===== config.mk =====
export PLATFORM = sky130hd
export DESIGN_NAME = tlk2711_link_ctrl
export DESIGN_NICKNAME = d
export VERILOG_FILES = /design/src/rtl/tlk2711_link_ctrl.sv
export SDC_FILE = /design/constraint.sdc
export NUM_CORES = 1
export LEC_CHECK = 0
export ABC_CLOCK_PERIOD_IN_PS = 5800
export CAP_MARGIN = 10
export CORE_AREA = 2 2 111 113
export DETAILED_ROUTE_END_ITERATION = 10
export DIE_AREA = 0 0 113 115
export GPL_ROUTABILITY_DRIVEN = 1
export MAX_ROUTING_LAYER = met4
export SYNTH_ARGS = -nofsm -noshare
export SYNTH_HDL_FRONTEND = slang
export SYNTH_SLANG_ARGS = --single-unit

===== constraint.sdc =====
create_clock -name clk -period 5.8 [get_ports clk]
set_input_delay 1.74 -clock clk [delete_from_list [all_inputs] [get_ports clk]]
set_output_delay 1.74 -clock clk [all_outputs]
set_load 0.005 [all_outputs]

===== src/rtl/tlk2711_link_ctrl.sv =====
// Bring-up and run sequencer for one TLK2711 lane and its 16-bit datapath (clk_80 domain).
// Optional PRBS loopback self-test after power-up: define TLK2711_PRBS_SELFTEST_EN.
//  state | meaning
//  OFF   | PHY powered down, waiting for i_link_en
//  PWRUP | ENABLE high, LCKREFN held low while REFCLK locks
//  PRBS  | internal-loopback PRBS self-test (optional build only)
//  TRAIN | transmit commas, wait for SYNC_CNT consecutive rx commas
//  READY | aligned and idle, comma watchdog running
//  RUN   | datapath running, rx errors counted
//  STOP  | stop requested, waiting for datapath acknowledge
//  FAULT | PHY disabled until i_clear
module tlk2711_link_ctrl #(
  parameter int LOCK_CYCLES   = 80000,
  parameter int SYNC_CNT      = 16,
  parameter int COMMA_TIMEOUT = 4096,
  parameter int STOP_TIMEOUT  = 1024,
  parameter int ERR_MAX       = 8,
  parameter int PRBS_CYCLES   = 65536
) (
  input  logic        clk,
  input  logic        arst_n,
  input  logic        i_link_en,
  input  logic        i_start,
  input  logic [2:0]  i_mode,
  input  logic        i_stop,
  input  logic        i_clear,
  input  logic        i_rx_valid,
  input  logic [15:0] i_rxd,
  input  logic        i_rklsb,
  input  logic        i_rx_err,
  input  logic        i_dp_stop_ack,
  output logic        o_enable,
  output logic        o_lckrefn,
  output logic        o_loopen,
  output logic        o_prbsen,
  output logic        o_testen,
  output logic        o_tx_comma,
  output logic        o_dp_start,
  output logic [2:0]  o_dp_mode,
  output logic        o_dp_stop,
  output logic        o_link_up,
  output logic [2:0]  o_state,
  output logic [15:0] o_err_cnt
);

  typedef enum logic [2:0] {
    S_OFF   = 3'd0,
    S_PWRUP = 3'd1,
    S_PRBS  = 3'd2,
    S_TRAIN = 3'd3,
    S_READY = 3'd4,
    S_RUN   = 3'd5,
    S_STOP  = 3'd6,
    S_FAULT = 3'd7
  } state_t;

  state_t      state, state_nxt;
  logic [31:0] cnt, cnt_nxt;
  logic [15:0] err_cnt;
  logic [2:0]  dp_mode;
  logic        dp_start;
  logic        comma;
  logic        start_go;
  logic        unused_rxd_hi;

  assign comma         = i_rx_valid & i_rklsb & (i_rxd[7:0] == 8'hBC);
  assign unused_rxd_hi = ^i_rxd[15:8];

  // cnt is a down-timer in timed states and an up-counter in TRAIN (commas) and RUN (error run)
  function automatic logic [31:0] entry_load(input state_t s);
    case (s)
      S_PWRUP: return 32'(LOCK_CYCLES - 1);
      S_PRBS:  return 32'(PRBS_CYCLES - 1);
      S_READY: return 32'(COMMA_TIMEOUT - 1);
      S_STOP:  return 32'(STOP_TIMEOUT - 1);
      default: return '0;
    endcase
  endfunction

`ifdef TLK2711_PRBS_SELFTEST_EN
  logic prbs_bad;
  logic prbs_miss;
  // first 256 cycles of the window are settle time and are not checked
  assign prbs_miss = (state == S_PRBS) && (cnt <= 32'(PRBS_CYCLES - 257)) && !i_rklsb;
`endif

  always_comb begin
    state_nxt = state;
    cnt_nxt   = cnt;
    case (state)
      S_OFF: if (i_link_en) state_nxt = S_PWRUP;
      S_PWRUP: begin
        if (cnt == '0) begin
`ifdef TLK2711_PRBS_SELFTEST_EN
          state_nxt = S_PRBS;
`else
          state_nxt = S_TRAIN;
`endif
        end else cnt_nxt = cnt - 32'd1;
      end
      S_PRBS: begin
`ifdef TLK2711_PRBS_SELFTEST_EN
        if (cnt == '0) state_nxt = (prbs_bad || prbs_miss) ? S_FAULT : S_TRAIN;
        else cnt_nxt = cnt - 32'd1;
`else
        state_nxt = S_TRAIN;
`endif
      end
      S_TRAIN: begin
        if (comma) begin
          if (cnt == 32'(SYNC_CNT - 1)) state_nxt = S_READY;
          else cnt_nxt = cnt + 32'd1;
        end else if (i_rx_valid) cnt_nxt = '0;
      end
      S_READY: begin
        if (i_start && !i_stop) state_nxt = S_RUN;
        else if (comma) cnt_nxt = entry_load(S_READY);
        else if (cnt == '0) state_nxt = S_TRAIN;
        else cnt_nxt = cnt - 32'd1;
      end
      S_RUN: begin
        if (i_stop) state_nxt = S_STOP;
        else if (i_rx_err) begin
          if (cnt == 32'(ERR_MAX - 1)) state_nxt = S_TRAIN;
          else cnt_nxt = cnt + 32'd1;
        end else cnt_nxt = '0;
      end
      S_STOP: begin
        if (i_dp_stop_ack) state_nxt = S_READY;
        else if (cnt == '0) state_nxt = S_FAULT;
        else cnt_nxt = cnt - 32'd1;
      end
      S_FAULT: if (i_clear) state_nxt = S_OFF;
      default: state_nxt = S_OFF;
    endcase
    // FAULT deliberately ignores i_link_en so a fault stays visible until cleared
    if (!i_link_en && state != S_FAULT) state_nxt = S_OFF;
    if (state_nxt != state) cnt_nxt = entry_load(state_nxt);
  end

  assign start_go = (state == S_READY) && (state_nxt == S_RUN);

  always_ff @(posedge clk or negedge arst_n) begin
    if (!arst_n) begin
      state    <= S_OFF;
      cnt      <= '0;
      dp_start <= 1'b0;
      dp_mode  <= '0;
      err_cnt  <= '0;
    end else begin
      state    <= state_nxt;
      cnt      <= cnt_nxt;
      dp_start <= start_go;
      if (state_nxt == S_FAULT) dp_mode <= '0;
      else if (start_go) dp_mode <= i_mode;
      if (i_clear) err_cnt <= '0;
      else if (state == S_RUN && i_rx_err && err_cnt != 16'hFFFF) err_cnt <= err_cnt + 16'd1;
    end
  end

`ifdef TLK2711_PRBS_SELFTEST_EN
  always_ff @(posedge clk or negedge arst_n) begin
    if (!arst_n) prbs_bad <= 1'b0;
    else if (state_nxt != state) prbs_bad <= 1'b0;
    else if (prbs_miss) prbs_bad <= 1'b1;
  end

  assign o_loopen = (state == S_PRBS);
  assign o_prbsen = (state == S_PRBS);
`else
  assign o_loopen = 1'b0;
  assign o_prbsen = 1'b0;
`endif

  assign o_enable   = (state != S_OFF) && (state != S_FAULT);
  assign o_lckrefn  = (state == S_PRBS) || (state == S_TRAIN) || (state == S_READY) ||
                      (state == S_RUN) || (state == S_STOP);
  assign o_testen   = 1'b0;
  assign o_tx_comma = (state == S_TRAIN) || (state == S_READY);
  assign o_dp_start = dp_start;
  assign o_dp_mode  = dp_mode;
  assign o_dp_stop  = (state == S_STOP);
  assign o_link_up  = (state == S_READY) || (state == S_RUN) || (state == S_STOP);
  assign o_state    = state;
  assign o_err_cnt  = err_cnt;

endmodule


==> results.toml <==
[clocking]
cts_resized = 0
postCtsSetupRepairBufs = 0
max-clock-path-buffers = 2
clk_pin_slew_ns = 0.06
clkSinkCount = 55
cts-root-buf = "clkbuf_16"
clock_latency_ns = 0.30
ctsHoldBuffers = 0
cts_tree = "yes"
htreeDepth = 2
cts-buffers-inserted = 5

[synthesis]
synth_edf_count = 0
synth_cell_types = 77
yosys.area.top_type = "dfrtp_1"
synthCells = 602
yosys.area.top_type_share = 0.300
async_flop_share = 1.00
synth_area_per_cell_sq_um = 7.63
yosysWarningCount = 0
ys_seq_area_frac = 0.300
synth_top_cells_by_area = "dfrtp_1, a21oi_1, o21ai_0"
ys_ff_latch = 55
synthesis.area_sq_mm = 0.00459
synthFlopType = "dfrtp_1"

[placed_design]
portBuffers = 48
gp_congestion = 0.917
dp_hpwl_um = 10100
post-place-ws_ns = 0.688
placed_cells = 770

[critical_path]
crit_fanout = 29
reg2reg_to = "cnt[12]$_DFFE_PN0P_"
ff2ff_setup_slack_ns = 2.03
crit_chain = "clkdlybuf4s50_1 > nor4bb_1 > and3_1 > buf_4 > nand4_1 > a221oi_2 > a211o_1 > o2111ai_4 > a221oi_1 > a21oi_1"
end_kind = "register"
critPathLaunchType = "input pin"
worstPathRequired_ns = 5.93
critPathKind = "in2reg"
cp_slowest_stage_delay_ns = 0.63
r2r_cells = 9
startpoint = "i_rx_valid"
cp-endpoint = "cnt[7]$_DFFE_PN0P_"
cp_slowest_cell = "nor4bb_1"
r2r-start = "cnt[16]$_DFFE_PN0P_"
cp.arrival_ns = 5.05

[floorplanning]
die_w_um = 113
ios = 60
die_y_um = 115
start_util = 0.389
die-area_sq_mm = 0.0130
core_area_sq_mm = 0.0118
placementRows = 40

[routing]
wire_per_inst_um = 18.1
avgViaCountPerCell = 6.35
drtIter0Drc = 389
remaining_drc_errors = 8
wl_um = 14000
vias = 4936
firstDrtPassIters = 8
ant_nets = 0

[pwr]
p_sw_mw = 0.268
p_per_area_mw_per_mm2 = 175
p_leak_nw = 1.89
combPwrFrac = 0.171
clockPowerShare = 0.363
swShare = 0.287
ir_worst_vdd_uv = 101
p_int_mw = 0.666
seq_power_share = 0.466

[timing]
rsz0062_at_grt = "no"
slew_headroom = 0.367
finalClockSkew_ns = 0.00909
report.final.slew_viol_count = 0
hold-worst-slack_ns = 0.531
final.setup.tns_ns = 0
min_period_ns = 4.91
setup_ws_ns = 0.889
finalSetupViolations = 0
fmax_ghz = 0.204
tightest_slew_ns = 0.940
fin_crit_sh = 0.847
hold_viol = 0

[outcome]
status = "finished, violations left"
violations = "DRC"

[grt]
grt_max_degree = 56
grt_pass1_wl_um = 23200
grt_pass1_vias = 4603
globalRouteTotalUtil = 0.225
antenna_found_initial = 0
grt_overflow = 0

[cells_and_area]
area_growth_pct = 16.1
drive_gt1_frac = 0.0762
n_fill_cell = 1183
finalNonFillerCells = 777
fin_nets = 662
n_antenna_cell = 0

[worst_hold_path]
min_path_type = "reg2reg"

[run]
max_cap_violations = 0
==> cells in the mapped netlist, types with 4 or more instances <==
| master | count |
|---|---|
| o31ai_1 | 8 |
| nor4_1 | 13 |
| nand2b_1 | 5 |
| o21ai_1 | 10 |
| mux2i_1 | 5 |
| o31a_1 | 5 |
| nand2_1 | 54 |
| o21a_1 | 6 |
| xor2_1 | 8 |
| a31oi_1 | 12 |
| o22ai_1 | 13 |
| or4_1 | 5 |
| o21ai_0 | 47 |
| and3_1 | 8 |
| nand3_1 | 30 |
| nand4_1 | 14 |
| a21oi_1 | 47 |
| dfrtp_1 | 55 |
| nor2_1 | 59 |
| o211ai_1 | 7 |
| inv_1 | 17 |
| a22oi_1 | 8 |
| nor3_1 | 22 |
| or3_1 | 10 |
| buf_4 | 4 |
| xnor2_1 | 13 |
| clkbuf_1 | 30 |
| and4_1 | 6 |
==> registers in the layout, indices dropped and copies added (netlist names) <==
register / count
cnt: 32
o_err_cnt: 16
o_dp_mode: 3
o_state: 3
o_dp_start: 1
==> worst max-delay path, delay by kind of cell <==
family	cells	cell delay, ns
compound gates	5	1.56
buf+inv	2	0.67
simple gates	3	1.05
==> layout make-up <==
type,instances,area (sq um),share of cell area
flip-flops and latches,55,1380,0.258
clock buffers,6,129,0.0242
clock inverters,1,30.0,0.00563
repair buffers,59,558,0.105
multi-input cells,492,2990,0.561
inverters,17,63.8,0.0120
well taps,147,184,0.0345
==> worst min path at each step <==
stage               depth (start not counted)                 startpoint  slack, ns                         to
floorplan                                   2   o_dp_mode[1]$_DFFE_PN0P_       0.51   o_dp_mode[1]$_DFFE_PN0P_
global placement                            2   o_dp_mode[1]$_DFFE_PN0P_       0.51   o_dp_mode[1]$_DFFE_PN0P_
detailed placement                          2   o_dp_mode[1]$_DFFE_PN0P_       0.53   o_dp_mode[1]$_DFFE_PN0P_
CTS                                         2   o_dp_mode[1]$_DFFE_PN0P_       0.55   o_dp_mode[1]$_DFFE_PN0P_
global route                                2  o_err_cnt[15]$_DFFE_PN0P_       0.60  o_err_cnt[15]$_DFFE_PN0P_
finish                                      2   o_dp_mode[1]$_DFFE_PN0P_       0.53   o_dp_mode[1]$_DFFE_PN0P_
==> per-layer routing <==
metal / global-route usage / share of wire / up-vias
li1: - / - / 2325
met1: 0.292 / 0.44 / 2383
met2: 0.361 / 0.47 / 200
met3: 0.0300 / 0.065 / 28
met4: 0.0846 / 0.025 / 0
met5: - / 0 / -
==> cell families after synthesis <==
kind of cell	Yosys count	share of synthesized area
AO/OA/AOI/OAI	203	0.285
XOR/XNOR	21	0.0400
adder cells (fa/ha/maj)	3	0.00817
buffers and inverters	57	0.0556
flip-flops	55	0.300
multiplexers	7	0.0158
other	1	0.000816
AND/OR/NAND/NOR	255	0.295
==> placed cells by master, fill, tap and decap left out, drive strengths merged, types with 7 or more instances in the layout <==
cell type      count
clkdlybuf4s50     47
a21oi             47
a22oi              8
xor2               8
o31ai              8
o21ai             58
nor4              17
and3               8
or3               11
nand3             31
dfrtp             55
xnor2             13
buf               12
o22ai             13
nand2             54
a31oi             12
nor3              24
or4                7
nor2              59
o211ai             7
inv               17
nand4             14
==> stage by stage <==
| stage | power, mW | utilization | cell area [sq um] |
|---|---|---|---|
| floorplan | 0.547 | - | 4600 |
| global placement | 0.595 | 0.438 | 5170 |
| detailed placement | 0.598 | 0.438 | 5170 |
| CTS | 0.941 | 0.451 | 5330 |
| global route | 0.976 | 0.451 | 5330 |
| finish | 0.934 | 0.451 | 5330 |
==> power by group through the flow <==
stage	Clock, mW	Sequential [mW]	Combinational, mW
after detailed placement	0	0.441	0.157
after global placement	0	0.440	0.155
after floorplan	0	0.415	0.132
after global routing	0.362	0.439	0.176
final	0.339	0.435	0.160
after CTS	0.350	0.434	0.158
No activity file was read; power rests on OpenSTA's default activity.
==> variant 1 (config.mk and constraints unchanged) <==
`LOCK_CYCLES`: 80000 -> 65536.
--- a/src/rtl/tlk2711_link_ctrl.sv
+++ b/src/rtl/tlk2711_link_ctrl.sv
@@ -11,5 +11,5 @@
 //  FAULT | PHY disabled until i_clear
 module tlk2711_link_ctrl #(
-  parameter int LOCK_CYCLES   = 80000,
+  parameter int LOCK_CYCLES   = 65536,
   parameter int SYNC_CNT      = 16,
   parameter int COMMA_TIMEOUT = 4096,
Behaviour: same outputs for any inputs over 4 cycles, from zero or initial values and one cycle with arst_n low; that may be too few to reach the edited logic, so the function may still have changed.
==> variant 1 against the unedited design <==
Routed wire length fell by 4.4%; cell area barely moved; power fell by 2.7%; hold slack got worse by 0.00095 ns; cell count fell by 0.39%; setup slack improved by 0.32 ns; synthesized area rose by 1.2%; sequential power barely moved; die area did not move; register-to-register slack improved by 0.06 ns; non-clock buffer count rose by 1; synthesized cell count rose by 0.50%; sequential cell count did not move; global-route usage fell by 1.0 points; largest cell class unchanged.
==> variant 1: results (changes against the unedited design) <==
| Metric | Value |
|---|---|
| Post-DP HPWL | 9210 um (-8.4%) |
| Hold slack final | 0.530 ns (-0.000947 ns) |
| Clk_skew | 0.0114 ns (+0.00234 ns) |
| Relative slew slack | 42.6% (+5.9 points) |
| Hold Path Origin | o_dp_mode[0] |
| Placed cell areas | 5190 um2 (+0.29%) |
| Sequential element share of the synthesized area | 29.6% (-0.36 points) |
| VDD IR-drop max | 0.000116 V (+14%) |
| Layout cells sized above 1 | 8.29% (+0.67 points) |
| Post-CTS Setup Inserts | 0 (unchanged) |
| First-pass GRT wire length | 22400 um (-3.3%) |
| FFs w/ async S/R, synth | 100% (unchanged) |
| Worst hold endpoint | o_dp_mode[0] |
| Worst EP arrival | 4.76 ns (-0.29 ns) |
| Crit path largest cell delay | 0.52 ns (-0.11 ns) |
| Antenna diodes | 0 (unchanged) |
| Hold Path Class | reg -> reg |
| WL/cell | 17.3 um (-4.1%) |
| FF-to-FF setup slack | 2.09 ns (+0.06 ns) |
| Synth Area in Compound Gates | 28.1% (-0.40 points) |
| Critical Path Fanout Max | 10 (-66%) |
| Clk_lat worst skew | slightly above 0.3 ns |
| H-tree lvl count | 2 (unchanged) |
| Pleak | 0.00190 uW (+0.61%) |
| PortBufs | 48 (unchanged) |
| CP max-delay cell | clkdlybuf4s50_1 |
| Initial antenna violation count | 0 (unchanged) |
| Setup crit end | cnt[1] |
| Main synth FF type | dfrtp_1 |
| Minimum clock period after layout | 4.59 ns (-0.318 ns) |
| Top reg by flops | cnt |
| Routability congestion estimate | 0.932 (+1.6%) |
| Synth Area in XOR/XNOR | 3.20% (-0.80 points) |
| Initial DRC Count | 320 (-18%) |
| Syn_area_per_cell | 7.69 um2 (+0.72%) |
| Dpl ws | 0.903 ns (+0.215 ns) |
| Vias per cell | 6.13 (-3.5%) |
| Area contributors post-synth | dfrtp_1 30%, nor2_1 5.9%, nand2_1 4.6% |
| Vias in the first global route | 4516 (-1.9%) |
| DR pass1 iterations | 5 (-3) |
| GR Util All Layers | 21.5% (-1.0 points) |
| Top delay family on crit path | simple AND/OR/NAND/NOR gates |
| Synth cell count leaders | 73 x nor2_1, 57 x nand2_1, 55 x dfrtp_1 |
| FF-to-FF Start | cnt[6] |
| Layout Cells excl Fill | 774 (-0.39%) |
| Post-synthesis mux area share | 1.29% (-0.29 points) |
| FF-to-FF path depth | 8 (-1) |
| Layout Nets | 658 (-0.60%) |
| Run status | completed |
| TritonCTS Buffers | 5 (unchanged) |
| Post-synthesis adder-cell area fraction | 0.807% (-0.0099 points) |
| Psw | 287 uW (+7.2%) |
| Unique masters post-synth | 78 (+1.3%) |
-- variant 1: changes by cell type after synthesis, moves of 5 or more --
cell / delta
a22o_1: +5
inv_1: -5
xnor2_1: -10
o31a_1: -5
o221ai_1: +5
xor2_1: +6
o21ai_1: -8
o21ai_0: -7
a211oi_1: +6
a21oi_1: -12
o22ai_1: -6
or3_1: +8
nor2_1: +14
-- variant 1: final cells by class --
type,instances,area (um2)
fillers,1157,6470
clock inverters,3,23.8
clock buffers,5,125
repair buffers,60,566
multi-input cells,491,3010
inverters,13,48.8
flip-flops and latches,55,1380
well taps,147,184
-- variant 1: power by group through the flow --
stage	clock, uW	combinational (uW)	sequential, uW
2_1_floorplan	0	121	419
3_3_place_gp	0	144	442
3_5_place_dp	0	148	443
4_1_cts	331	148	435
5_1_grt	345	165	441
6_report	326	148	436
-- variant 1: metal layers --
metal	part of all wire, %	global-route usage (%)
met5	0	-
met3	5.6	2.37
met1	47	29.3
met2	47	34.5
met4	0.85	5.20
==> variant 2 (same flow settings) <==
Made on the original files. Register the output `o_err_cnt` once more, with the module's reset; this adds one clock of latency there. The other outputs are not delayed to match.
--- a/src/rtl/tlk2711_link_ctrl.sv
+++ b/src/rtl/tlk2711_link_ctrl.sv
@@ -183,5 +183,11 @@
   assign o_link_up  = (state == S_READY) || (state == S_RUN) || (state == S_STOP);
   assign o_state    = state;
-  assign o_err_cnt  = err_cnt;
+  always_ff @(posedge clk or negedge arst_n) begin
+    if (!arst_n) begin
+      o_err_cnt <= '0;
+    end else begin
+      o_err_cnt <= err_cnt;
+    end
+  end
 
 endmodule
Formal check against the unedited RTL: same outputs for any inputs over 10 cycles, from zero or initial values and one cycle with arst_n low; that may be too few to reach the edited logic, so the function may still have changed.
==> variant 2 against the unedited design <==
Power up 34%; cell area up 8.7%; sequential cell count up 16; routed wire length up 7.0%; critical path depth down 2; largest cell class unchanged; register-to-register slack worse by 0.25 ns; critical endpoint is now cnt[4]; clock power up 57%; count of clock-buffer cells in the layout up 4; critical path type unchanged; core utilization up 3.9 points; the run still ends with DRC left; setup slack better by 0.48 ns; fmax up 11%; synthesized area up 8.7%; non-clock buffer count down 4.
==> variant 2: results (changes against the unedited design) <==
| Metric | Value |
|---|---|
| Largest net degree at the start of global routing | 72 (+29%) |
| Initial DRC Count | 464 (+19%) |
| Layout Cells excl Fill | 786 (+1.2%) |
| Synth Instances | 615 (+2.2%) |
| Run status | finished, violations left |
| CP max-delay cell | clkdlybuf4s50_1 |
| DRT Wirelength | 15000 um (+7.0%) |
| Worst EP arrival | 4.70 ns (-0.35 ns) |
| H-tree lvl count | 3 (+1) |
| Vias in the first global route | 4815 (+4.6%) |
| Routability congestion estimate | 0.907 (-1.1%) |
| Synth Area in Compound Gates | 24.7% (-3.8 points) |
| Sequential element share of the synthesized area | 35.6% (+5.6 points) |
| Dpl cells | 769 (-0.13%) |
| Pint | 871 uW (+31%) |
| Unique masters post-synth | 67 (-13%) |
| Failing checks | DRC |
| Vias | 5000 (+1.3%) |
| Top delay family on crit path | simple AND/OR/NAND/NOR gates |
| GR Util All Layers | 25.0% (+2.5 points) |
| Residual DRC count | 3 (-5) |
| Post-synthesis mux area share | 1.85% (+0.27 points) |
| Clk_skew | 0.0110 ns (+0.00195 ns) |
| TritonCTS Buffers | 9 (+4) |
| Pleak | 0.00234 uW (+24%) |
| Synth Area in XOR/XNOR | 3.86% (-0.14 points) |
| First-pass GRT wire length | 25100 um (+8.4%) |
| FILL cells | 1181 (-0.17%) |
| Area contributors post-synth | dfrtp_1 36%, nor2_1 5.0%, a21oi_1 4.5% |
==> variant 2: changes by cell type in the layout (fill, tap and decap cells not counted), sizes merged, moves of 6 or more <==
cell / delta
o221ai: +9
and3: +7
a221o: +8
nor2: +7
o21ai: -18
nand2: -10
a32o: +6
dfrtp: +16
xor2: +6
==> variant 2: logic make-up after synthesis <==
family	count (synthesis)
AOI/OAI and AO/OA	183
xor gates and xnor gates	22
adders and majority gates	3
buffers and inverters	63
DFF	71
muxes	9
other	1
and+or+nand+nor	263
==> variant 2: through the flow <==
step / util (%) / instance area [um2]
final: 49.1 / 5800
after global placement: 46.7 / 5520
after CTS: 49.0 / 5790
after detailed placement: 46.7 / 5520
after global routing: 49.1 / 5800
after floorplan: - / 5000
==> variant 2: area by class of cell <==
type / instances / area share, %
clock buffer: 10 / 3.95
timing repair buffer: 55 / 9.11
inverter: 14 / 0.907
clock inverter: 6 / 0.777
sequential: 71 / 30.7
tap: 147 / 3.17
multi-input combinational: 483 / 51.4
==> variant 2: path summary, 6_finish.rpt <==
| path | start | endpoint | slack, ns | depth (start not counted) |
|---|---|---|---|---|
| worst max-delay path | i_clear | cnt[4] | 1.37 | 8 |
| worst min-delay path | err_cnt[14] | o_err_cnt[14] | 0.43 | 0 |
| worst max register to register | cnt[27] | cnt[4] | 1.78 | 8 |
| worst min register to register | err_cnt[14] | o_err_cnt[14] | 0.43 | 0 |
| max in group asynchronous | arst_n | cnt[17] | 3.65 | 1 |
| min in group asynchronous | arst_n | o_err_cnt[5] | 1.52 | 1 |
==> variant 2: worst register-to-register path, stage by stage, from the launching register on <==
cell	delay (ns)
dfrtp_1	0.49
or4_1	0.67
or4_1	0.81
nor4_2	0.47
nor2_1	0.11
o31ai_1	0.47
and4_1	0.59
nor2_1	0.14
a22oi_1	0.21
==> variant 2: power by group through the flow <==
stage	Combinational (uW)	Sequential (uW)	Clock, uW
2_1_floorplan	140	527	0
3_3_place_gp	166	556	0
3_5_place_dp	168	556	0
4_1_cts	169	547	538
5_1_grt	189	553	564
6_report	171	549	533
==> variant 2: metal layers <==
| metal | routed length (um) | GRT usage (%) |
|---|---|---|
| met5 | 0 | - |
| met4 | 393 | 9.27 |
| met3 | 872 | 4.22 |
| met2 | 7130 | 40.2 |
| met1 | 6630 | 32.0 |
